[config.mk]
export PLATFORM = sky130hd
export DESIGN_NAME = fv_sb_hs_monitor
export DESIGN_NICKNAME = d
export VERILOG_FILES = /design/src/rtl/fv_sb_pkg.sv /design/src/rtl/fv_sb_hs_chan_chk.sv /design/src/rtl/fv_sb_hs_monitor.sv
export SDC_FILE = /design/constraint.sdc
export NUM_CORES = 1
export LEC_CHECK = 0
export ABC_AREA = 1
export BUFFER_PORTS_ARGS = -buffer_cell sky130_fd_sc_hd__buf_2
export CELL_PAD_IN_SITES_DETAIL_PLACEMENT = 1
export CELL_PAD_IN_SITES_GLOBAL_PLACEMENT = 1
export CORE_MARGIN = 2
export CORE_UTILIZATION = 42
export DETAILED_ROUTE_END_ITERATION = 16
export GPL_ROUTABILITY_DRIVEN = 0
export GPL_TIMING_DRIVEN = 0
export HOLD_SLACK_MARGIN = 0.08
export PLACE_DENSITY_LB_ADDON = 0.05
export SLEW_MARGIN = 10
export SYNTH_ARGS = -nofsm -noshare
export SYNTH_HDL_FRONTEND = slang
export SYNTH_SLANG_ARGS = --single-unit
[constraint.sdc]
create_clock -name clk -period 3.8 [get_ports clk]
set_input_delay 0.57 -clock clk [delete_from_list [all_inputs] [get_ports clk]]
set_output_delay 0.57 -clock clk [all_outputs]
set_load 0.02 [all_outputs]
[src/rtl/fv_sb_pkg.sv]
// ---------------------------------------------------------------------------
// fv_sb_pkg
//   Shared types for the scoreboard handshake monitor.
//   hs_state_e : per-channel valid/ready tracking state
//     HS_IDLE  - no offer is pending
//     HS_STALL - valid is held without ready; payload is being watched
// ---------------------------------------------------------------------------
package fv_sb_pkg;

   typedef enum logic {
      HS_IDLE  = 1'b0,
      HS_STALL = 1'b1
   } hs_state_e;

endpackage : fv_sb_pkg

[src/rtl/fv_sb_hs_chan_chk.sv]
// ---------------------------------------------------------------------------
// fv_sb_hs_chan_chk
//   Watches one valid/ready channel.  Reports the handshake and flags the
//   cycle in which the channel breaks the hold-while-stalled rule or has
//   been stalled for MAX_STALL cycles.  The error outputs are single-cycle
//   indications; the parent makes them sticky.
//
// Ports
//   clk          : clock
//   rstn         : asynchronous active-low reset
//   valid_i      : channel valid
//   ready_i      : channel ready
//   data_i       : channel payload
//   fire_o       : valid && ready this cycle
//   stable_err_o : stalled offer withdrawn or payload changed this cycle
//   stall_err_o  : stalled MAX_STALL cycles and still not ready
// ---------------------------------------------------------------------------
module fv_sb_hs_chan_chk #(
   parameter int DWIDTH    = 4,
   parameter int MAX_STALL = 8
) (
   input  logic              clk,
   input  logic              rstn,
   input  logic              valid_i,
   input  logic              ready_i,
   input  logic [DWIDTH-1:0] data_i,
   output logic              fire_o,
   output logic              stable_err_o,
   output logic              stall_err_o
);

   import fv_sb_pkg::*;

   localparam int CW = $clog2(MAX_STALL + 1);

   hs_state_e         state_q;
   logic [CW-1:0]     stall_cnt_q;
   logic [DWIDTH-1:0] hold_data_q;

   assign fire_o       = valid_i && ready_i;
   assign stable_err_o = (state_q == HS_STALL) && (!valid_i || (data_i != hold_data_q));
   assign stall_err_o  = (state_q == HS_STALL) && !ready_i &&
                         (stall_cnt_q == CW'(MAX_STALL));

   // NOTE: sequential state is written with non-blocking assignments only, so
   // every register samples the pre-edge values regardless of block order.
   always_ff @(posedge clk or negedge rstn) begin
      if (!rstn) begin
         state_q     <= HS_IDLE;
         stall_cnt_q <= '0;
      end else begin
         case (state_q)
            HS_IDLE: begin
               if (valid_i && !ready_i) begin
                  state_q     <= HS_STALL;
                  stall_cnt_q <= CW'(1);
               end
            end
            HS_STALL: begin
               // Handshake or withdrawn offer both end the stall; a changed
               // payload alone does not.
               if (!valid_i || ready_i) begin
                  state_q <= HS_IDLE;
               end else if (stall_cnt_q != CW'(MAX_STALL)) begin
                  stall_cnt_q <= stall_cnt_q + CW'(1);
               end
            end
            default: state_q <= HS_IDLE;
         endcase
      end
   end

   // NOTE: the hold register has no reset; it is only compared while in
   // HS_STALL, and entering HS_STALL always loads it first.
   always_ff @(posedge clk) begin
      if ((state_q == HS_IDLE) && valid_i && !ready_i) begin
         hold_data_q <= data_i;
      end
   end

endmodule : fv_sb_hs_chan_chk

[src/rtl/fv_sb_hs_monitor.sv]
// ---------------------------------------------------------------------------
// fv_sb_hs_monitor
//   Adapter between a valid/ready DUT and the in-order scoreboard.  Turns
//   ingress/egress handshakes into push/pop events, counts transactions in
//   flight and latches protocol violations as sticky error flags.
//
// Ports
//   clk, rstn                      : clock, asynchronous active-low reset
//   in_valid/in_ready/in_data      : DUT ingress channel (observed)
//   out_valid/out_ready/out_data   : DUT egress channel (observed)
//   push_valid/push_data           : ingress handshake event (combinational)
//   pop_valid/pop_data             : egress handshake event (combinational)
//   outstanding                    : accepted but not yet emitted
//   err_in_stable/err_out_stable   : sticky payload/valid instability
//   err_underflow/err_overflow     : sticky counter violations
//   err_stall                      : sticky stall timeout, either channel
//   err_any                        : OR of all sticky flags
// ---------------------------------------------------------------------------
module fv_sb_hs_monitor #(
   parameter int DWIDTH    = 4,
   parameter int MAX_TRANS = 16,
   parameter int MAX_STALL = 8
) (
   input  logic                           clk,
   input  logic                           rstn,
   input  logic                           in_valid,
   input  logic                           in_ready,
   input  logic [DWIDTH-1:0]              in_data,
   input  logic                           out_valid,
   input  logic                           out_ready,
   input  logic [DWIDTH-1:0]              out_data,
   output logic                           push_valid,
   output logic [DWIDTH-1:0]              push_data,
   output logic                           pop_valid,
   output logic [DWIDTH-1:0]              pop_data,
   output logic [$clog2(MAX_TRANS):0]     outstanding,
   output logic                           err_in_stable,
   output logic                           err_out_stable,
   output logic                           err_underflow,
   output logic                           err_overflow,
   output logic                           err_stall,
   output logic                           err_any
);

   import fv_sb_pkg::*;

   localparam int OW = $clog2(MAX_TRANS) + 1;

   logic          in_stable_ev, in_stall_ev;
   logic          out_stable_ev, out_stall_ev;
   logic          underflow_ev, overflow_ev;
   logic [OW-1:0] outstanding_q, outstanding_d;

   logic err_in_stable_q, err_out_stable_q, err_underflow_q;
   logic err_overflow_q, err_stall_q;

   fv_sb_hs_chan_chk #(.DWIDTH(DWIDTH), .MAX_STALL(MAX_STALL)) u_in_chk (
      .clk          (clk),
      .rstn         (rstn),
      .valid_i      (in_valid),
      .ready_i      (in_ready),
      .data_i       (in_data),
      .fire_o       (push_valid),
      .stable_err_o (in_stable_ev),
      .stall_err_o  (in_stall_ev)
   );

   fv_sb_hs_chan_chk #(.DWIDTH(DWIDTH), .MAX_STALL(MAX_STALL)) u_out_chk (
      .clk          (clk),
      .rstn         (rstn),
      .valid_i      (out_valid),
      .ready_i      (out_ready),
      .data_i       (out_data),
      .fire_o       (pop_valid),
      .stable_err_o (out_stable_ev),
      .stall_err_o  (out_stall_ev)
   );

   assign push_data = in_data;
   assign pop_data  = out_data;

   // NOTE: every signal written here gets a default first, so no path leaves
   // a value unassigned and no latch is inferred.
   always_comb begin
      outstanding_d = outstanding_q;
      underflow_ev  = 1'b0;
      overflow_ev   = 1'b0;
      // Push and pop together leave the count alone at any level,
      // including empty (cut-through) and full.
      case ({push_valid, pop_valid})
         2'b10: begin
            if (outstanding_q == OW'(MAX_TRANS)) overflow_ev = 1'b1;
            else                                 outstanding_d = outstanding_q + OW'(1);
         end
         2'b01: begin
            if (outstanding_q == '0) underflow_ev = 1'b1;
            else                     outstanding_d = outstanding_q - OW'(1);
         end
         default: ;
      endcase
   end

   always_ff @(posedge clk or negedge rstn) begin
      if (!rstn) begin
         outstanding_q    <= '0;
         err_in_stable_q  <= 1'b0;
         err_out_stable_q <= 1'b0;
         err_underflow_q  <= 1'b0;
         err_overflow_q   <= 1'b0;
         err_stall_q      <= 1'b0;
      end else begin
         outstanding_q    <= outstanding_d;
         err_in_stable_q  <= err_in_stable_q  | in_stable_ev;
         err_out_stable_q <= err_out_stable_q | out_stable_ev;
         err_underflow_q  <= err_underflow_q  | underflow_ev;
         err_overflow_q   <= err_overflow_q   | overflow_ev;
         err_stall_q      <= err_stall_q      | in_stall_ev | out_stall_ev;
      end
   end

   assign outstanding    = outstanding_q;
   assign err_in_stable  = err_in_stable_q;
   assign err_out_stable = err_out_stable_q;
   assign err_underflow  = err_underflow_q;
   assign err_overflow   = err_overflow_q;
   assign err_stall      = err_stall_q;
   assign err_any        = err_in_stable_q | err_out_stable_q | err_underflow_q |
                           err_overflow_q | err_stall_q;

endmodule : fv_sb_hs_monitor

* Word-level counts from Yosys, hierarchy flattened *
Cells that the tools add are included.

word-level totals
  logic and storage cells = 93
  memories kept = 0
  bits in latches = 0
  input bits = 14
  flip-flop bits (word level) = 28
  memory bits (writable) = 0
  output and inout bits = 21
  memory bits (read-only) = 0

operators by class
  $add $sub $neg = 4
  multiply operators = 0
  equal/unequal tests = 17
  mux-type cells = 21
  shift operators = 0
  order comparisons = 0
  divide/modulo/power cells = 0
  reductions and logical operators = 27
  bitwise operators = 12

operators by type and width
  operator               count
  $mux W4                6
  $pmux W4 S2            2
  $logic_and A1 B1 Y1    14
  $ne A2 B2 Y1 const B   6
  $mux W5                2
  $or A1 B1 Y1           10
  $pmux W5 S2            1
  $reduce_and A3 Y1      3
  $add A4 B1 Y4 const B  2
  $eq A4 B4 Y1 const B   2
  $mux W1                8
  $ne A4 B4 Y1           2
  $ne A4 B4 Y1 const B   2
  $add A5 B1 Y5 const B  1
  $eq A5 B5 Y1 const B   1
  $logic_not A5 Y1       1
  $sub A5 B1 Y5 const B  1
  $logic_not A1 Y1       4
  $logic_or A1 B1 Y1     4
  $ne A2 B1 Y1 const B   2
  $pmux W1 S2            2
  $eq A2 B1 Y1 const B   1
  $eq A2 B2 Y1 const B   1
  $not A1 Y1             2
  $reduce_bool A2 Y1     1

* Longest topological paths before layout *
Gate-level depths: netlist of the first run.

  depth after elaboration = 5
  depth in mapped cells = 14
  depth with buffers taken out = 14

* Modules after synthesis *
Synthesis of the first run repeated with hierarchy kept, for this count alone.

second synthesis, totals
  cells, all modules = 203
  area total of the unflattened synthesis = 1,672.9 µm²

modules (own cells, without submodules)
  module             cells an instance  times used  seq. area each (µm²)  area each (µm²)
  fv_sb_hs_chan_chk  59                 2           245.2                 490.5
  fv_sb_hs_monitor   85                 1           250.2                 691.9

* Worst setup path after synthesis of the first run *
No wires, ideal clock.

  path kind = input to register
  from = input out_valid
  to = register outstanding_q[4] (netlist: outstanding[4])
  slack = 1,888 ps
  data arrival time = 1,795 ps
  buffers on the path = 0
  cell stages on the path = 13
  library setup time = 117 ps
  data required time = 3,683 ps
  cells stage by stage = nand2_1 inv_1 ha_1 nor2_1 nor2_1 ha_1 inv_1 nand2_1 nand3_1 nand2_1 nand2_1 nand3_1 nand2_1

on the way
  longest elaborated chain between the ends = 4
  elaborated cells on any way between the ends = 8
  classes of those cells = eq/ne (4); mux (1); reduce/logical (3)

RTL lines
  what                                                                 line                     source
  start, declared                                                      fv_sb_hs_monitor.sv:29   input logic out_valid,
  $logic_and A1 B1 Y1 (*)                                              fv_sb_hs_chan_chk.sv:40  assign fire_o = valid_i && ready_i;
  net pop_valid                                                        fv_sb_hs_monitor.sv:34   output logic pop_valid,
  $eq A2 B1 Y1 or $eq A2 B2 Y1 (tied branches)                         fv_sb_hs_monitor.sv:90   case ({push_valid, pop_valid})
  $ne A2 B2 Y1 (no source line) or $reduce_bool A2 Y1 (tied branches)  n/a
  $reduce_and A3 Y1 (no source line)                                   n/a
  end signal, assigned                                                 fv_sb_hs_monitor.sv:112  outstanding_q <= outstanding_d;
  end, declared                                                        fv_sb_hs_monitor.sv:52   logic [OW-1:0] outstanding_q, outstanding_d;

Mark *: on every way through the listed nets, which the timed path passes. The rest lies on a longest branch.
A chain may end at the register's enable or synchronous reset.

* Worst setup path after layout of the first run *
  from = input out_valid
  to = register outstanding_q[4] (netlist: outstanding[4])

on the way
  longest elaborated chain between the ends = 4
  elaborated cells on any way between the ends = 8
  classes of those cells = eq/ne (4); mux (1); reduce/logical (3)

RTL lines
  what                                                                 line
  $logic_and A1 B1 Y1 (*)                                              fv_sb_hs_chan_chk.sv:40
  $eq A2 B1 Y1 or $eq A2 B2 Y1 (tied branches)                         fv_sb_hs_monitor.sv:90
  $ne A2 B2 Y1 (no source line) or $reduce_bool A2 Y1 (tied branches)  n/a
  $reduce_and A3 Y1 (no source line)                                   n/a

Every way passes the cells marked *; elsewhere a longest branch is shown, timed or not.

==> flow_summary_export.csv, run 1 <==
group,metric,value,unit
timing,rsz0062_at_grt,"false",
global_routing,overflow,0,
power_and_ir_drop,powerDensity,500.9,nW/um2
clock_tree,ctsResizeCount,0,
yosys,synth_adder_area_share,7.137,%
yosys,synth.area.mux_share,0,%
yosys,syn-num-nets,208,
floorplan,fp.dieArea,4263,um2
drt,first_iter_violations,50,
worst_setup_path,critPathKind,"input pin to flip-flop",
floorplan,die_x,65.29,um
worst_setup_path,start_kind,"input pin",
run_status,status,"finished clean",
finish,num-nets-final,247,
drt,via_per_inst,4.701,
timing,final_max_slew_viol_count,0,
timing,slew_headroom,69.35,%
clock_tree,cts_tree,"built",
yosys,syn_inst,185,
clock_tree,cts_sinks,28,
drt,dr.pass1.iters,4,
worst_setup_path,cp.arrival,2.10,ns
global_routing,grt_max_degree,21,
place,place_worst_setup_slack,1.605,ns
clock_tree,postCtsSetupBuffers,0,
finish,diodes,0,
drt,dr_wl_met2,1643,um
worst_setup_path,r2r_cells,11,
finish,drive_above_1_share,25.56,%
clock_tree,clk_pin_slew,0.10,ns
global_routing,grt_pass1_vias,1299,
timing,min_period_over_period,50.89,%
timing,setup_viol,0,
yosys,synthXorXnorAreaFrac,5.551,%
yosys,synth_cell_type_count,23,
drt,top_layer,"met4",
drt,vias,1274,
drt,m1WireLength,1497,um
floorplan,ioPinCount,35,
power_and_ir_drop,ir_worst_vdd,304.9,uV
drt,ant_nets,0,
timing,totalNegativeSetupSlack,0,ns
yosys,ys_warn_count,0,
worst_setup_path,cp.required,3.97,ns
drt,wl,3342,um
min_path,hold_class,"input pin to asynchronous set/reset pin",
floorplan,core,3633,um2
clock_tree,cts_made_buffers,3,
yosys,ys_ff_latch,28,
timing,final.setup.worst_slack,1.866,ns
floorplan,row_count,22,
clock_tree,cts_root_buf,"clkbuf_8",
timing,clock.fmax,517.1,MHz
global_routing,antenna_found_initial,0,
power_and_ir_drop,p_leak,0.0009658,uW
timing,fin_skew,0.008246,ns
clock_tree,ctsHoldBuffers,0,
clock_tree,cts_buffer_depth,2,
worst_setup_path,end_kind,"flip-flop",
yosys,synth_area,1578,um2
drt,wl_per_cell,12.33,um
timing,worstMarginPinSlew,0.4597,ns
timing,period_minus_slack,1.934,ns
place,portBuffers,34,
finish,n_fill_cell,467,
place,dpl.hpwl,2693,um
timing,finalHoldViolCount,0,
worst_setup_path,crit_fanout,5,
drt,post-route-drc-count,0,
clock_tree,h-tree-depth,1,
drt,route.met3.wl,159,um
job,max_cap_violations,0,
yosys,ys_seq_area_share,46.95,%
global_routing,grt_usage,17.16,%
floorplan,start_util,43.42,%
yosys,avgSynthCellArea,8.528,um2
yosys,synth-compound-area-share,5.313,%
clock_tree,clock_latency,0.28,ns
yosys,synth_top_family_by_area,"simple AND/OR/NAND/NOR gates",
floorplan,dieHeight,65.29,um
finish,areaGrowthSynthToFinish,19.11,%
global_routing,grt_pass1_wl,5733,um
yosys,yosys.area_share.simple,23.87,%
-- metal layers --
metal	vias up	GRT usage, %
met1	596	21.67
met2	30	30.61
met5	-	0
met3	5	2.397
met4	0	4.688
li1	643	-
-- final timing paths --
path	startpoint	end	slack, ns
max	out_valid	outstanding[4]$_DFFE_PN0P_	1.87
min	rstn	u_out_chk.stall_cnt_q[2]$_DFFE_PN0P_	0.22
max reg2reg	outstanding[1]$_DFFE_PN0P_	outstanding[4]$_DFFE_PN0P_	2.27
min reg2reg	err_overflow$_DFF_PN0_	err_overflow$_DFF_PN0_	0.51
max in group asynchronous	rstn	outstanding[2]$_DFFE_PN0P_	3.25
min in group clk	out_ready	u_out_chk.state_q$_DFF_PN0_	0.49
-- cell usage in the layout, fill, tap and decap left out, drive strengths merged --
cell / count
nand2: 49
buf: 42
inv: 31
nor2: 21
dfrtp: 20
nand3: 11
ha: 9
o21ai: 9
edfxtp: 8
xor2: 5
xnor2: 5
clkbuf: 3
nor3: 2
o21bai: 2
o31ai: 2
o221ai: 1
nand4: 1
nand3b: 1
bufinv: 1
-- sequential cells by signal, indices dropped and copies added, names as in the netlist, 4 cells and up --
register	cells
u_out_chk.hold_data_q	4
u_out_chk.stall_cnt_q	4
u_in_chk.hold_data_q	4
outstanding	5
u_in_chk.stall_cnt_q	4
-- kinds of logic (layout without fill, tap and decap cells) --
logic type                 Yosys count  after routing
buffers and inverters               39             77
adders and majority gates            9              9
xor gates and xnor gates            10             10
DFF                                 28             28
AOI/OAI and AO/OA                   14             14
and+or+nand+nor                     85             85
-- Yosys cell counts, drive strengths merged --
cell | number | share of area [%]
nand4 | 1 | 0.40
o221ai | 1 | 0.56
o21bai | 2 | 0.95
xnor2 | 5 | 2.8
nor2 | 21 | 6.6
xor2 | 5 | 2.8
inv | 31 | 7.4
nand3b | 1 | 0.48
nand2 | 49 | 12
dfrtp | 20 | 32
ha | 9 | 7.1
nor3 | 2 | 0.63
o31ai | 2 | 0.95
nand3 | 11 | 3.8
buf | 8 | 3.8
o21ai | 9 | 2.9
edfxtp | 8 | 15
-- critical path: stages --
cell	delay, ns
buf_2	0.12
nand2_1	0.10
inv_1	0.08
ha_1	0.26
nand2_1	0.08
inv_1	0.05
nor2_1	0.15
ha_1	0.17
inv_1	0.04
nand2_1	0.10
nand3_1	0.12
nand2_1	0.08
nand2_1	0.05
nand3_1	0.08
nand2_1	0.06
-- power breakdown --
part / switching (uW) / internal (uW)
sequential: 58.1 / 355
combinational: 181 / 111
clock: 95.1 / 141
-- metrics by stage --
stage	hold WS [ns]	power, uW	cells	utilization [%]	cell area, um2
2_1_floorplan	0.2744	614.6	185	-	1578
3_3_place_gp	0.4722	692.1	267	49.76	1808
3_5_place_dp	0.4778	714.5	267	49.76	1808
4_1_cts	0.2411	956.2	271	51.72	1879
5_1_grt	0.2393	1009	271	51.72	1879
6_report	0.2241	941.4	271	51.72	1879
-- layout make-up --
type | count | area [um2] | share of cell area, %
Inverter | 31 | 116.4 | 6.192
Buffer | 8 | 60.06 | 3.196
Clock buffer | 3 | 41.29 | 2.197
Clock inverter | 1 | 30.03 | 1.598
Timing Repair Buffer | 34 | 170.2 | 9.055
Sequential cell | 28 | 740.7 | 39.41
Multi-Input combinational cell | 118 | 660.6 | 35.15
Tap cell | 48 | 60.06 | 3.196
No activity file was read; power rests on OpenSTA's default activity.
==> inputs of run 2 (changes only) <==
--- a/config.mk
+++ b/config.mk
@@ -10,7 +10,7 @@
 export CELL_PAD_IN_SITES_DETAIL_PLACEMENT = 1
 export CELL_PAD_IN_SITES_GLOBAL_PLACEMENT = 1
 export CORE_MARGIN = 2
-export CORE_UTILIZATION = 42
+export CORE_UTILIZATION = 39
 export DETAILED_ROUTE_END_ITERATION = 16
 export GPL_ROUTABILITY_DRIVEN = 0
 export GPL_TIMING_DRIVEN = 0
==> constraint.sdc (replaced) <==
create_clock -name clk -period 1.9 [get_ports clk]
set_input_delay 0.285 -clock clk [delete_from_list [all_inputs] [get_ports clk]]
set_output_delay 0.285 -clock clk [all_outputs]
set_load 0.02 [all_outputs]
==> run 2 against run 1 <==
Against the previous run: utilization is 4.4 points lower; setup slack lost 1.5 ns; critical path depth is the same; flip-flop and latch count is the same; hold slack worse by 0.021 ns; clock skew down 0.0043 ns; register-to-register slack got worse by 1.8 ns.
==> flow_summary_export.csv, run 2 (synthesis results as in run 1) <==
group,metric,value,unit
run_status,status,"finished clean",
timing,clock.fmax,652.8,MHz
finish,largest_reg_flops,5,
power_and_ir_drop,p_clk_share,19.5,%
timing,totalNegativeSetupSlack,0,ns
drt,dr.pass1.iters,4,
finish,diodes,0,
power_and_ir_drop,switching_share,37.97,%
clock_tree,cts_tree,"built",
power_and_ir_drop,comb_power_share,33.3,%
timing,rsz0062_at_grt,"false",
timing,slew_headroom,68.15,%
global_routing,grt_pass1_vias,1389,
floorplan,core,3943,um2
power_and_ir_drop,p_switching,663.0,uW
power_and_ir_drop,p_int,1083,uW
finish,mostFrequentLayoutCells,"47 x nand2_1, 34 x buf_2, 29 x inv_1",
floorplan,ioPinCount,35,
drt,ant_nets,0,
timing,finalHoldViolCount,0,
power_and_ir_drop,seqPwrFrac,47.2,%
global_routing,antenna_found_initial,0,
drt,post-route-drc-count,0,
worst_setup_path,r2r_cells,11,
min_path,worstHoldPathCells,2,
clock_tree,cts_sinks,28,
clock_tree,postCtsSetupBuffers,0,
drt,wl_per_cell,12.54,um
clock_tree,cts_buffer_depth,2,
floorplan,fp.dieArea,4570,um2
worst_setup_path,crit_fanout,5,
floorplan,dieHeight,67.61,um
global_routing,grt_pass1_wl,6175,um
power_and_ir_drop,powerDensity,935.9,nW/um2
power_and_ir_drop,ir_worst_vdd,441.7,uV
drt,first_iter_violations,53,
worst_setup_path,cpPeakStageDelay,0.25,ns
global_routing,overflow,0,
min_path,hold_class,"input pin to flip-flop",
drt,via_per_inst,4.690,
finish,areaGrowthSynthToFinish,18.24,%
finish,num-nets-final,248,
clock_tree,clock_latency,0.28,ns
finish,drive_above_1_share,25.00,%
clock_tree,clk_pin_slew,0.09,ns
floorplan,start_util,40.02,%
global_routing,grt_usage,18.09,%
worst_setup_path,critPathKind,"input pin to flip-flop",
worst_setup_path,cp.required,2.08,ns
clock_tree,ctsHoldBuffers,1,
floorplan,row_count,23,
place,place_worst_setup_slack,0.06379,ns
timing,min_period_over_period,80.63,%
timing,fin_skew,0.003927,ns
drt,vias,1285,
floorplan,die_x,67.61,um
worst_setup_path,crit_top_cell,"nand2_1",
finish,mostFrequentLayoutCell,"nand2_1",
power_and_ir_drop,p_leak,0.0009570,uW
worst_setup_path,cp_cell_sequence,"buf_2, nand2_1, inv_1, ha_1, nand2_1, inv_1, nor2_1, ha_1, inv_1, nand2_1, nand3_1, nand2_1, nand2_1, nand3_1, nand2_1",
clock_tree,h-tree-depth,1,
global_routing,grt_max_degree,21,
timing,period_minus_slack,1.532,ns
worst_setup_path,cp.arrival,1.71,ns
worst_setup_path,start_kind,"input pin",
place,dpl.hpwl,2764,um
timing,setup_viol,0,
clock_tree,ctsResizeCount,0,
clock_tree,cts_root_buf,"clkbuf_8",
worst_setup_path,end_kind,"flip-flop",
clock_tree,cts_made_buffers,3,
worst_setup_path,crit_slowest_cell,"ha_1",
timing,final.setup.worst_slack,0.3680,ns
drt,wl,3435,um
timing,final_max_slew_viol_count,0,
place,portBuffers,34,
job,max_cap_violations,0,
timing,worstMarginPinSlew,0.4778,ns
==> run 2: cell types whose count changed in the layout (fill, tap and decap cells not counted) <==
| cell | delta |
|---|---|
| bufinv_16 | -1 |
| dlygate4sd3_1 | +1 |
| clkbuf_1 | +1 |
==> run 2: cell type report <==
cell class / instances / area [um2]
Buffer: 8 / 60.06
Clock buffer: 4 / 45.04
Fill cell: 497 / 2077
Tap cell: 50 / 62.56
Sequential cell: 28 / 740.7
Timing Repair Buffer: 35 / 180.2
Multi-Input combinational cell: 118 / 660.6
Inverter: 31 / 116.4
==> run 2: final timing paths <==
check                                            from                                   end  slack, ns
max                                         out_valid            outstanding[4]$_DFFE_PN0P_       0.37
min                                         out_ready           u_out_chk.state_q$_DFF_PN0_       0.20
max reg2reg                outstanding[1]$_DFFE_PN0P_            outstanding[4]$_DFFE_PN0P_       0.44
min reg2reg                    err_overflow$_DFF_PN0_                err_overflow$_DFF_PN0_       0.49
max in group asynchronous                        rstn            outstanding[3]$_DFFE_PN0P_       1.09
min in group asynchronous                        rstn  u_out_chk.stall_cnt_q[2]$_DFFE_PN0P_       0.48
==> run 2: routing by layer <==
metal	vias to the layer above	share of wire, %	track usage [%]
met5	-	0	0
met4	0	1.8	7.398
met3	5	4.0	2.833
met2	24	51	32.72
met1	612	43	21.07
li1	644	-	-
==> run 2: critical path, delay by kind of cell <==
| kind | cells | cell delay [ns] |
|---|---|---|
| simple gates | 9 | 0.72 |
| fa+ha+maj | 2 | 0.41 |
| buf+inv | 4 | 0.29 |
==> run 2: power by group through the flow <==
stage	clock network, uW	registers (uW)	logic, uW
after global routing	381	846	684
after detailed placement	0	840	586
final	341	825	581
after global placement	0	831	558
after CTS	365	828	591
after floorplan	0	878	352
==> run 2: per-stage QoR <==
| stage | hold slack, ns | utilization, % | cells | instance area, um2 | total power, uW |
|---|---|---|---|---|---|
| final | 0.2032 | 47.32 | 274 | 1866 | 1746 |
| after CTS | 0.1869 | 47.32 | 274 | 1866 | 1784 |
| after detailed placement | 0.2735 | 45.92 | 269 | 1810 | 1426 |
| after floorplan | -0.01059 | - | 185 | 1578 | 1229 |
| after global placement | 0.2668 | 45.92 | 269 | 1810 | 1389 |
| after global routing | 0.1943 | 47.32 | 274 | 1866 | 1910 |
